**config.mk**
```make
export PLATFORM = sky130hd
export DESIGN_NAME = sram_ctrl
export DESIGN_NICKNAME = d
export VERILOG_FILES = /design/src/rtl/sram_ctrl.sv
export SDC_FILE = /design/constraint.sdc
export NUM_CORES = 1
export LEC_CHECK = 0
export ABC_CLOCK_PERIOD_IN_PS = 1800
export CAP_MARGIN = 20
export CORE_ASPECT_RATIO = 1.75
export CORE_UTILIZATION = 41
export DETAILED_ROUTE_END_ITERATION = 10
export PLACE_DENSITY = 0.74
export RECOVER_POWER = 100
export SYNTH_ARGS = -nofsm -noshare
export SYNTH_HDL_FRONTEND = slang
export SYNTH_SLANG_ARGS = --single-unit
```
**constraint.sdc**
```tcl
create_clock -name clk -period 1.8 [get_ports clk]
set_input_delay 0.27 -clock clk [delete_from_list [all_inputs] [get_ports clk]]
set_output_delay 0.27 -clock clk [all_outputs]
set_load 0.01 [all_outputs]
```
**src/rtl/sram_ctrl.sv**
```systemverilog
// Valid/ready front end for a single-port synchronous SRAM: absorbs the one-cycle
// read latency, does read-modify-write for byte-masked writes, one in-order response per request.
module sram_ctrl #(
  parameter int AW = 10,
  parameter int DW = 32
) (
  input  logic            clk,
  input  logic            rst_n,
  input  logic            req_vld,
  output logic            req_rdy,
  input  logic            req_we,
  input  logic [AW-1:0]   req_addr,
  input  logic [DW-1:0]   req_wdata,
  input  logic [DW/8-1:0] req_wstrb,
  output logic            rsp_vld,
  input  logic            rsp_rdy,
  output logic            rsp_we,
  output logic [DW-1:0]   rsp_rdata,
  output logic [AW-1:0]   sram_addr,
  output logic [DW-1:0]   sram_wdata,
  output logic            sram_wen,
  input  logic [DW-1:0]   sram_rdata
);

  localparam int SW = DW / 8;

  localparam logic [1:0] IDLE   = 2'd0;
  localparam logic [1:0] RD_CAP = 2'd1;
  localparam logic [1:0] RMW_WR = 2'd2;

  logic [1:0]    state;
  logic [AW-1:0] addr_q;
  logic [DW-1:0] wdata_q;
  logic [SW-1:0] wstrb_q;

  logic          accept;
  logic          strb_full;
  logic          strb_zero;
  logic          rsp_load;
  logic          rsp_load_we;
  logic [DW-1:0] rsp_load_data;

  function automatic logic [DW-1:0] byte_merge(input logic [DW-1:0] new_data,
                                               input logic [DW-1:0] old_data,
                                               input logic [SW-1:0] strb);
    logic [DW-1:0] res;
    res = old_data;
    for (int i = 0; i < SW; i++) begin
      if (strb[i]) res[8*i +: 8] = new_data[8*i +: 8];
    end
    return res;
  endfunction

  assign req_rdy   = rst_n && (state == IDLE) && (!rsp_vld || rsp_rdy);
  assign accept    = req_vld && req_rdy;
  assign strb_full = &req_wstrb;
  assign strb_zero = ~|req_wstrb;

  // SRAM port: request passes straight through on accept, otherwise the held copies drive it
  always_comb begin
    sram_addr  = addr_q;
    sram_wdata = wdata_q;
    sram_wen   = 1'b0;
    case (state)
      IDLE: begin
        if (accept) begin
          sram_addr  = req_addr;
          sram_wdata = req_wdata;
          sram_wen   = req_we && strb_full;
        end
      end
      RMW_WR: begin
        sram_wdata = byte_merge(wdata_q, sram_rdata, wstrb_q);
        sram_wen   = 1'b1;
      end
      default: ;
    endcase
  end

  always_comb begin
    rsp_load      = 1'b0;
    rsp_load_we   = 1'b1;
    rsp_load_data = '0;
    case (state)
      IDLE:   rsp_load = accept && req_we && (strb_full || strb_zero);
      RD_CAP: begin
        rsp_load      = 1'b1;
        rsp_load_we   = 1'b0;
        rsp_load_data = sram_rdata;
      end
      RMW_WR: rsp_load = 1'b1;
      default: ;
    endcase
  end

  always_ff @(posedge clk or negedge rst_n) begin
    if (!rst_n) begin
      state     <= IDLE;
      addr_q    <= '0;
      wdata_q   <= '0;
      wstrb_q   <= '0;
      rsp_vld   <= 1'b0;
      rsp_we    <= 1'b0;
      rsp_rdata <= '0;
    end else begin
      case (state)
        IDLE: begin
          if (accept) begin
            addr_q  <= req_addr;
            wdata_q <= req_wdata;
            wstrb_q <= req_wstrb;
            if (!req_we)                       state <= RD_CAP;
            else if (!strb_full && !strb_zero) state <= RMW_WR;
          end
        end
        RD_CAP:  state <= IDLE;
        RMW_WR:  state <= IDLE;
        default: state <= IDLE;
      endcase

      // a new response overrides a drain happening in the same cycle
      if (rsp_load) begin
        rsp_vld   <= 1'b1;
        rsp_we    <= rsp_load_we;
        rsp_rdata <= rsp_load_data;
      end else if (rsp_vld && rsp_rdy) begin
        rsp_vld <= 1'b0;
      end
    end
  end

endmodule

```
==> results of run 1 <==
-- layout by cell type, fill, tap and decap left out, drive strengths merged, types with 8 or more instances in the layout --
cell type / Yosys / layout
nor3b: 15 / 15
a22oi: 8 / 8
clkdlybuf4s50: 0 / 102
o21a: 15 / 15
o21ai: 13 / 13
dlygate4sd3: 0 / 15
clkbuf: 20 / 13
nor2: 20 / 20
dfrtp: 82 / 82
nor3: 15 / 15
nand2: 119 / 119
mux2: 17 / 17
nor2b: 16 / 16
inv: 40 / 40
o31ai: 15 / 15
buf: 11 / 141
mux2i: 41 / 41
-- power by group through the flow --
stage | Combinational [W] | Sequential (W) | Clock [W]
6_report | 0.0102 | 0.00339 | 0.00232
5_1_grt | 0.0109 | 0.00349 | 0.00244
4_1_cts | 0.00974 | 0.00335 | 0.00235
3_5_place_dp | 0.00945 | 0.00336 | 0
3_3_place_gp | 0.00921 | 0.00330 | 0
2_1_floorplan | 0.00476 | 0.00339 | 0
-- Yosys cell counts, types with 2 or more instances --
cell       number  area share
nor2_1         20       0.017
o221ai_1        7       0.014
buf_2           4      0.0044
o31ai_1        15       0.025
dfrtp_1        82        0.45
and3_1          3      0.0042
mux2_2         17       0.042
nand4_1         2      0.0028
ha_1            4       0.011
o21ai_0        10       0.011
a221oi_1        2      0.0039
o21ai_1         3      0.0033
a22oi_1         8       0.013
clkbuf_1       19       0.016
a32oi_1         7       0.014
mux2i_1        41       0.091
o21a_1         15       0.025
a2bb2oi_1       2      0.0039
buf_12          3       0.013
nand2_1       119       0.099
nor3_1         15       0.017
inv_1          40       0.033
nand2b_1        4      0.0055
nor2b_1        16       0.022
nor3b_1        15       0.025
o21bai_1        7       0.012
buf_1           3      0.0025
-- state kept, by name (all words and copies together), names as in the netlist --
name       cells
rsp_we         1
rsp_rdata     32
addr_q        10
state          2
rsp_vld        1
wstrb_q        4
wdata_q       32
-- worst min path at each step --
stage / start / end / slack [ns] / cells past startpoint
floorplan: rst_n / addr_q[0] / -0.03 / 0
global placement: rst_n / wstrb_q[1] / 0.30 / 3
detailed placement: rst_n / wstrb_q[1] / 0.31 / 3
CTS: rst_n / rsp_rdata[20] / 0.27 / 2
global route: req_addr[0] / addr_q[0] / 0.50 / 3
finish: addr_q[3] / addr_q[3] / 0.47 / 2
-- through the flow --
step / total power [W] / hold slack, ns / setup TNS [ns] / setup WS, ns / instance area [um^2]
after floorplan: 0.00815 / -0.0256 / -1.21 / -0.0830 / 4650
after global routing: 0.0168 / 0.495 / -37.53 / -0.671 / 7660
final: 0.0159 / 0.473 / -28.97 / -0.595 / 7660
after detailed placement: 0.0128 / 0.307 / -50.29 / -0.823 / 6860
after CTS: 0.0154 / 0.274 / -32.35 / -0.575 / 7450
after global placement: 0.0125 / 0.296 / -50.37 / -0.812 / 6860
-- worst reg2reg max path: stages, from the launching register on --
cell and delay, ns:
dfrtp_1 0.39, inv_2 0.10, ha_4 0.15, and4_4 0.29, buf_4 0.24, buf_6 0.15
a32o_2 0.20, buf_4 0.12, bufbuf_16 0.28, mux2i_1 0.19
-- kinds of logic after synthesis --
family / Yosys count
mux: 58
buf+inv: 72
flops: 82
fa+ha+maj: 4
compound gates: 80
simple gates: 196
-- area by class of cell --
type | count | area, um^2
clock inverters | 6 | 138
clock buffers | 10 | 239
fillers | 768 | 3040
multi-input cells | 338 | 2460
flip-flops and latches | 82 | 2050
well taps | 130 | 163
repair buffers | 264 | 2450
inverters | 41 | 154
-- what timing repair did --
action | CTS | global route
hold buffers | 1 | 1
endpoints found under the hold margin | 5 | 11
resized for setup | 229 | 42
gates cloned | 3 | 0
endpoints found under the setup margin | 78 | 78
buffers inserted | 17 | 7
pin swaps | 22 | 6
-- metal layers --
metal,GRT usage,vias up
met2,0.511,193
met1,0.286,2317
met4,0.160,0
met3,0.0505,52
li1,-,2158
met5,0,-
==> reports/results.ini, run 1 <==
[pwr]
p_switching_w=0.00611
p_sw_frac=0.385
comb_power_share=0.640
peakVddDrop_mv=1.54
p_clk_frac=0.146
power_density_nw_per_um2=2070
leakage_nw=3.51
p_int_w=0.00976
sequentialPowerShare=0.214

[critical_path]
r2r_cells=9
rr_startpoint=state[0]
reg2reg_slack_ns=-0.38
cp_max_fo=9
path_delay_family=buffers and inverters
path_depth=8
cp_data_required_time_ns=1.53
reg2reg_to=rsp_rdata[7]
cp-endpoint=sram_wdata[12]
setup.worst_path.start_class=register
startpoint=state[1]
crit_buf_inv=4
slowest_stage=dfrtp_1
max_stage_delay_ns=0.40
crit_type=register to output pin
crit_chain=buf_6, ha_4, buf_8, buf_12, nor3b_1, o31ai_1, o21a_1, buf_2
worst_ep_arrival_time_ns=2.12
end_kind=output pin

[drt]
vias=4720
dr.pass1.iters=4
drt_iter0_markers=230
met1_length_um=5600
post_drt_wl_per_cell_um=18.1
dr_wl_met2_um=8730
final_antenna_net_count=0
totalWireLength_um=15800
wl_met3_um=779
viasPerCell=5.42
drc=0
highest_layer=met4

[logic_synthesis]
synth-xor-area-share=0
yosys_warnings=0
synth_mux_area_frac=0.133
synth-edff-count=0
synthAdderAreaFrac=0.0111
syn_inst=492
ys.flop_type=dfrtp_1
yosysSeqAreaShare=0.455
synth-simple-area-share=0.196
synth_cell_types=36
syn_area_um2=4510
avgSynthCellArea_um2=9.18
synth_top_family_by_area=simple AND/OR/NAND/NOR gates
ys_async_sr_fraction=1.00
syn_nets=579
ys_seq_elements=82
synth_compound_area_frac=0.131

[clock_tree]
clk_latency_ns=0.34
clk_path_buf_depth=2
clk_pin_slew_worst_paths_ns=0.06
cts-root-buf=clkbuf_16
cts-htree-levels=3
cts.sinks=82
cts_tree=done
cts_made_buffers=9

[sta]
fin_crit_sh=1.33
drv_slew=0
finalHoldViolCount=0
setup_viol=77
worst_slew_pin_slew_ns=0.704
rsz0062_at_grt=true
layout_min_cycle_time_ns=2.39
setup_ws_ns=-0.595
clock_skew_ns=0.00617
slew_headroom=0.531
fmax_ghz=0.418

[final_layout]
syn_to_final_growth_pct=69.6
utilization=0.716
final_cells=871
drive_gt1_frac=0.312
layout.nets=823
num_antenna_cells=0

[run_status]
status=finished, violations left
violations=setup timing

[grt]
track_usage=0.280
grt_pass1_wl_um=24300
grt_max_degree=78
grt_overflow_total=0
antenna_found_initial=0
grt_pass1_vias=5054

[floorplan]
core_area_um2=10700
rows=50
start_util=0.422
dieHeight_um=141
die_w_um=81.3
io_pins=161
dieArea_um2=11500

[worst_hold_path]
hold_class=register to register

[place]
dp.cells=827
portBuffers=160
routabilityCongestion=0.838
dp_hpwl_um=10700

[job]
maxCapViolCount=0

Note: power is estimated with default switching activity, not from simulation.
==> run 2: changes to the inputs <==
--- a/config.mk
+++ b/config.mk
@@ -7,8 +7,10 @@
 export LEC_CHECK = 0
 export ABC_CLOCK_PERIOD_IN_PS = 1800
 export CAP_MARGIN = 20
+export CELL_PAD_IN_SITES_DETAIL_PLACEMENT = 0
+export CELL_PAD_IN_SITES_GLOBAL_PLACEMENT = 1
 export CORE_ASPECT_RATIO = 1.75
-export CORE_UTILIZATION = 41
+export CORE_UTILIZATION = 30
 export DETAILED_ROUTE_END_ITERATION = 10
 export PLACE_DENSITY = 0.74
 export RECOVER_POWER = 100
==> run 2 against run 1 <==
  * The run still ends with setup timing left
  * Maximum frequency down 0.29%
  * Largest cell class is now buffers
  * Total power up 3.9%
  * Clock power fell by 5%
  * Count of clock-buffer cells in the layout decreased by 1
  * Critical path type unchanged
  * Wire length is 7.1% higher
  * First-iteration DRC count decreased by 41%
  * Largest power group unchanged
==> reports/results.ini, run 2 (synthesis results as in run 1) <==
[final_layout]
drive_gt1_frac=0.385
final_cell_mix=clkdlybuf4s50_1, nand2_1, dfrtp_1, buf_4
final_area_um2=8260
top_regs=rsp_rdata (32), wdata_q (32), addr_q (10)
final_common_cell=clkdlybuf4s50_1
syn_to_final_growth_pct=82.9
nFillCells=1289
layout.nets=854
num_antenna_cells=0

[clock_tree]
cts.sinks=82
clk_path_buf_depth=2
cts-htree-levels=3
cts-root-buf=clkbuf_16
cts_tree=done
clk_latency_ns=0.34
clk_pin_slew_worst_paths_ns=0.07
cts_made_buffers=9

[place]
placed_area_um2=6920
dp_hpwl_um=11200
portBuffers=160
routabilityCongestion=0.795
place_ws_ns=-0.844

[drt]
totalWireLength_um=16900
drt_iter0_markers=135
viasPerCell=4.94
post_drt_wl_per_cell_um=17.7
drc=0
final_antenna_net_count=0
dr.pass1.iters=6
vias=4721

[critical_path]
end_kind=output pin
slowest_stage=dfrtp_1
crit_path_frequent_cell=buf_6
rr_startpoint=state[1]
r2r_cells=11
max_stage_delay_ns=0.39
crit_buf_inv=4
reg2reg_slack_ns=-0.33
cp_data_required_time_ns=1.53
worst_ep_arrival_time_ns=2.13
path_delay_family=compound AO/OA/AOI/OAI gates
crit_chain=inv_2, buf_6, ha_4, buf_6, nand2b_4, o221ai_4, o21bai_4, a32oi_2, buf_2
cp_max_fo=7
setup.worst_path.start_class=register
reg2reg_to=rsp_rdata[7]
crit_type=register to output pin

[pwr]
p_int_w=0.00997
sequentialPowerShare=0.207
p_clk_frac=0.133
leakage_nw=3.80
power_density_nw_per_um2=2000
p_switching_w=0.00650
comb_power_share=0.659
p_sw_frac=0.395
peakVddDrop_mv=0.855

[floorplan]
core_area_um2=14800
start_util=0.306
dieHeight_um=164
rows=59
io_pins=161
dieArea_um2=15600
die_w_um=94.7

[grt]
met1_usage=0.233
grt_pass1_vias=4946
grt_overflow_total=0
track_usage=0.217
antenna_found_initial=0
grt_max_degree=48
grt_pass1_wl_um=25500
grt_util_met2=0.405
grtUsageMet3=0.0333
grt-busiest-layer=met2

[sta]
whs_ns=0.392
fmax_ghz=0.416
finalHoldViolCount=0
worst_slew_pin_slew_ns=1.26
drv_slew=0
fin_crit_sh=1.33
setup_ws_ns=-0.602
clock_skew_ns=0.0105
layout_min_cycle_time_ns=2.40
rsz0062_at_grt=true
setup_viol=78
slew_headroom=0.160

[run_status]
status=finished, violations left
violations=setup timing

[job]
maxCapViolCount=0

[worst_hold_path]
hold_class=input port to asynchronous set/reset pin

[run 2: worst max-delay path by stage]
stage,depth (start not counted),end,from
floorplan,7,sram_wdata[0],state[1]
global placement,7,sram_wdata[16],rsp_rdy
detailed placement,7,sram_wdata[16],rsp_rdy
CTS,9,sram_wdata[8],state[0]
global route,9,sram_wdata[25],state[0]
finish,9,sram_wdata[25],state[0]
[run 2: stage by stage]
step	cells	total power (W)	setup TNS [ns]	util
detailed placement	884	0.0127	-44.96	0.469
CTS	950	0.0164	-31.80	0.540
global route	955	0.0175	-37.52	0.559
finish	955	0.0165	-30.35	0.559
floorplan	492	0.00815	-1.21	-
global placement	884	0.0125	-45.06	0.469
[run 2: area by class of cell]
cell class / instances / area [um^2] / area share
Clock buffer: 9 / 225 / 0.0273
Inverter: 41 / 154 / 0.0186
Multi-Input combinational cell: 338 / 2680 / 0.325
Timing Repair Buffer: 295 / 2790 / 0.338
Sequential cell: 82 / 2050 / 0.248
Clock inverter: 7 / 124 / 0.0150
Tap cell: 183 / 229 / 0.0277
[run 2: power by group through the flow]
stage	clock, W	sequential [W]	combinational, W
3_5_place_dp	0	0.00338	0.00932
6_report	0.00220	0.00341	0.0109
3_3_place_gp	0	0.00333	0.00918
2_1_floorplan	0	0.00339	0.00476
5_1_grt	0.00233	0.00353	0.0116
4_1_cts	0.00225	0.00339	0.0108
[run 2: layer usage]
layer  share of wire  wire [um]  vias to the layer above
li1                -          -                     2220
met1            0.37       6250                     2324
met2            0.56       9440                      143
met3           0.034        579                       34
met4           0.036        601                        0
met5               0          0                        -
[run 2: timing repair]
item                                   CTS  global route
resized for setup                      259            96
pin swaps                               10            32
setup buffers                           43            17
hold buffers                             1             0
endpoints found under the hold margin    2             0
gates cloned                             7             0
setup endpoints to repair               76            92
[run 2: worst min-delay path, delay by kind of cell]
family / cells / cell delay [ns]
buf+inv: 3 / 1.04
==> run 3: changes to the inputs <==
--- a/config.mk
+++ b/config.mk
@@ -11,6 +11,7 @@
 export CELL_PAD_IN_SITES_GLOBAL_PLACEMENT = 1
 export CORE_ASPECT_RATIO = 1.75
 export CORE_UTILIZATION = 30
+export CTS_CLUSTER_DIAMETER = 150
 export DETAILED_ROUTE_END_ITERATION = 10
 export PLACE_DENSITY = 0.74
 export RECOVER_POWER = 100
==> results of run 3 <==
Final layout, timing and power as in run 2 (identical DEF).
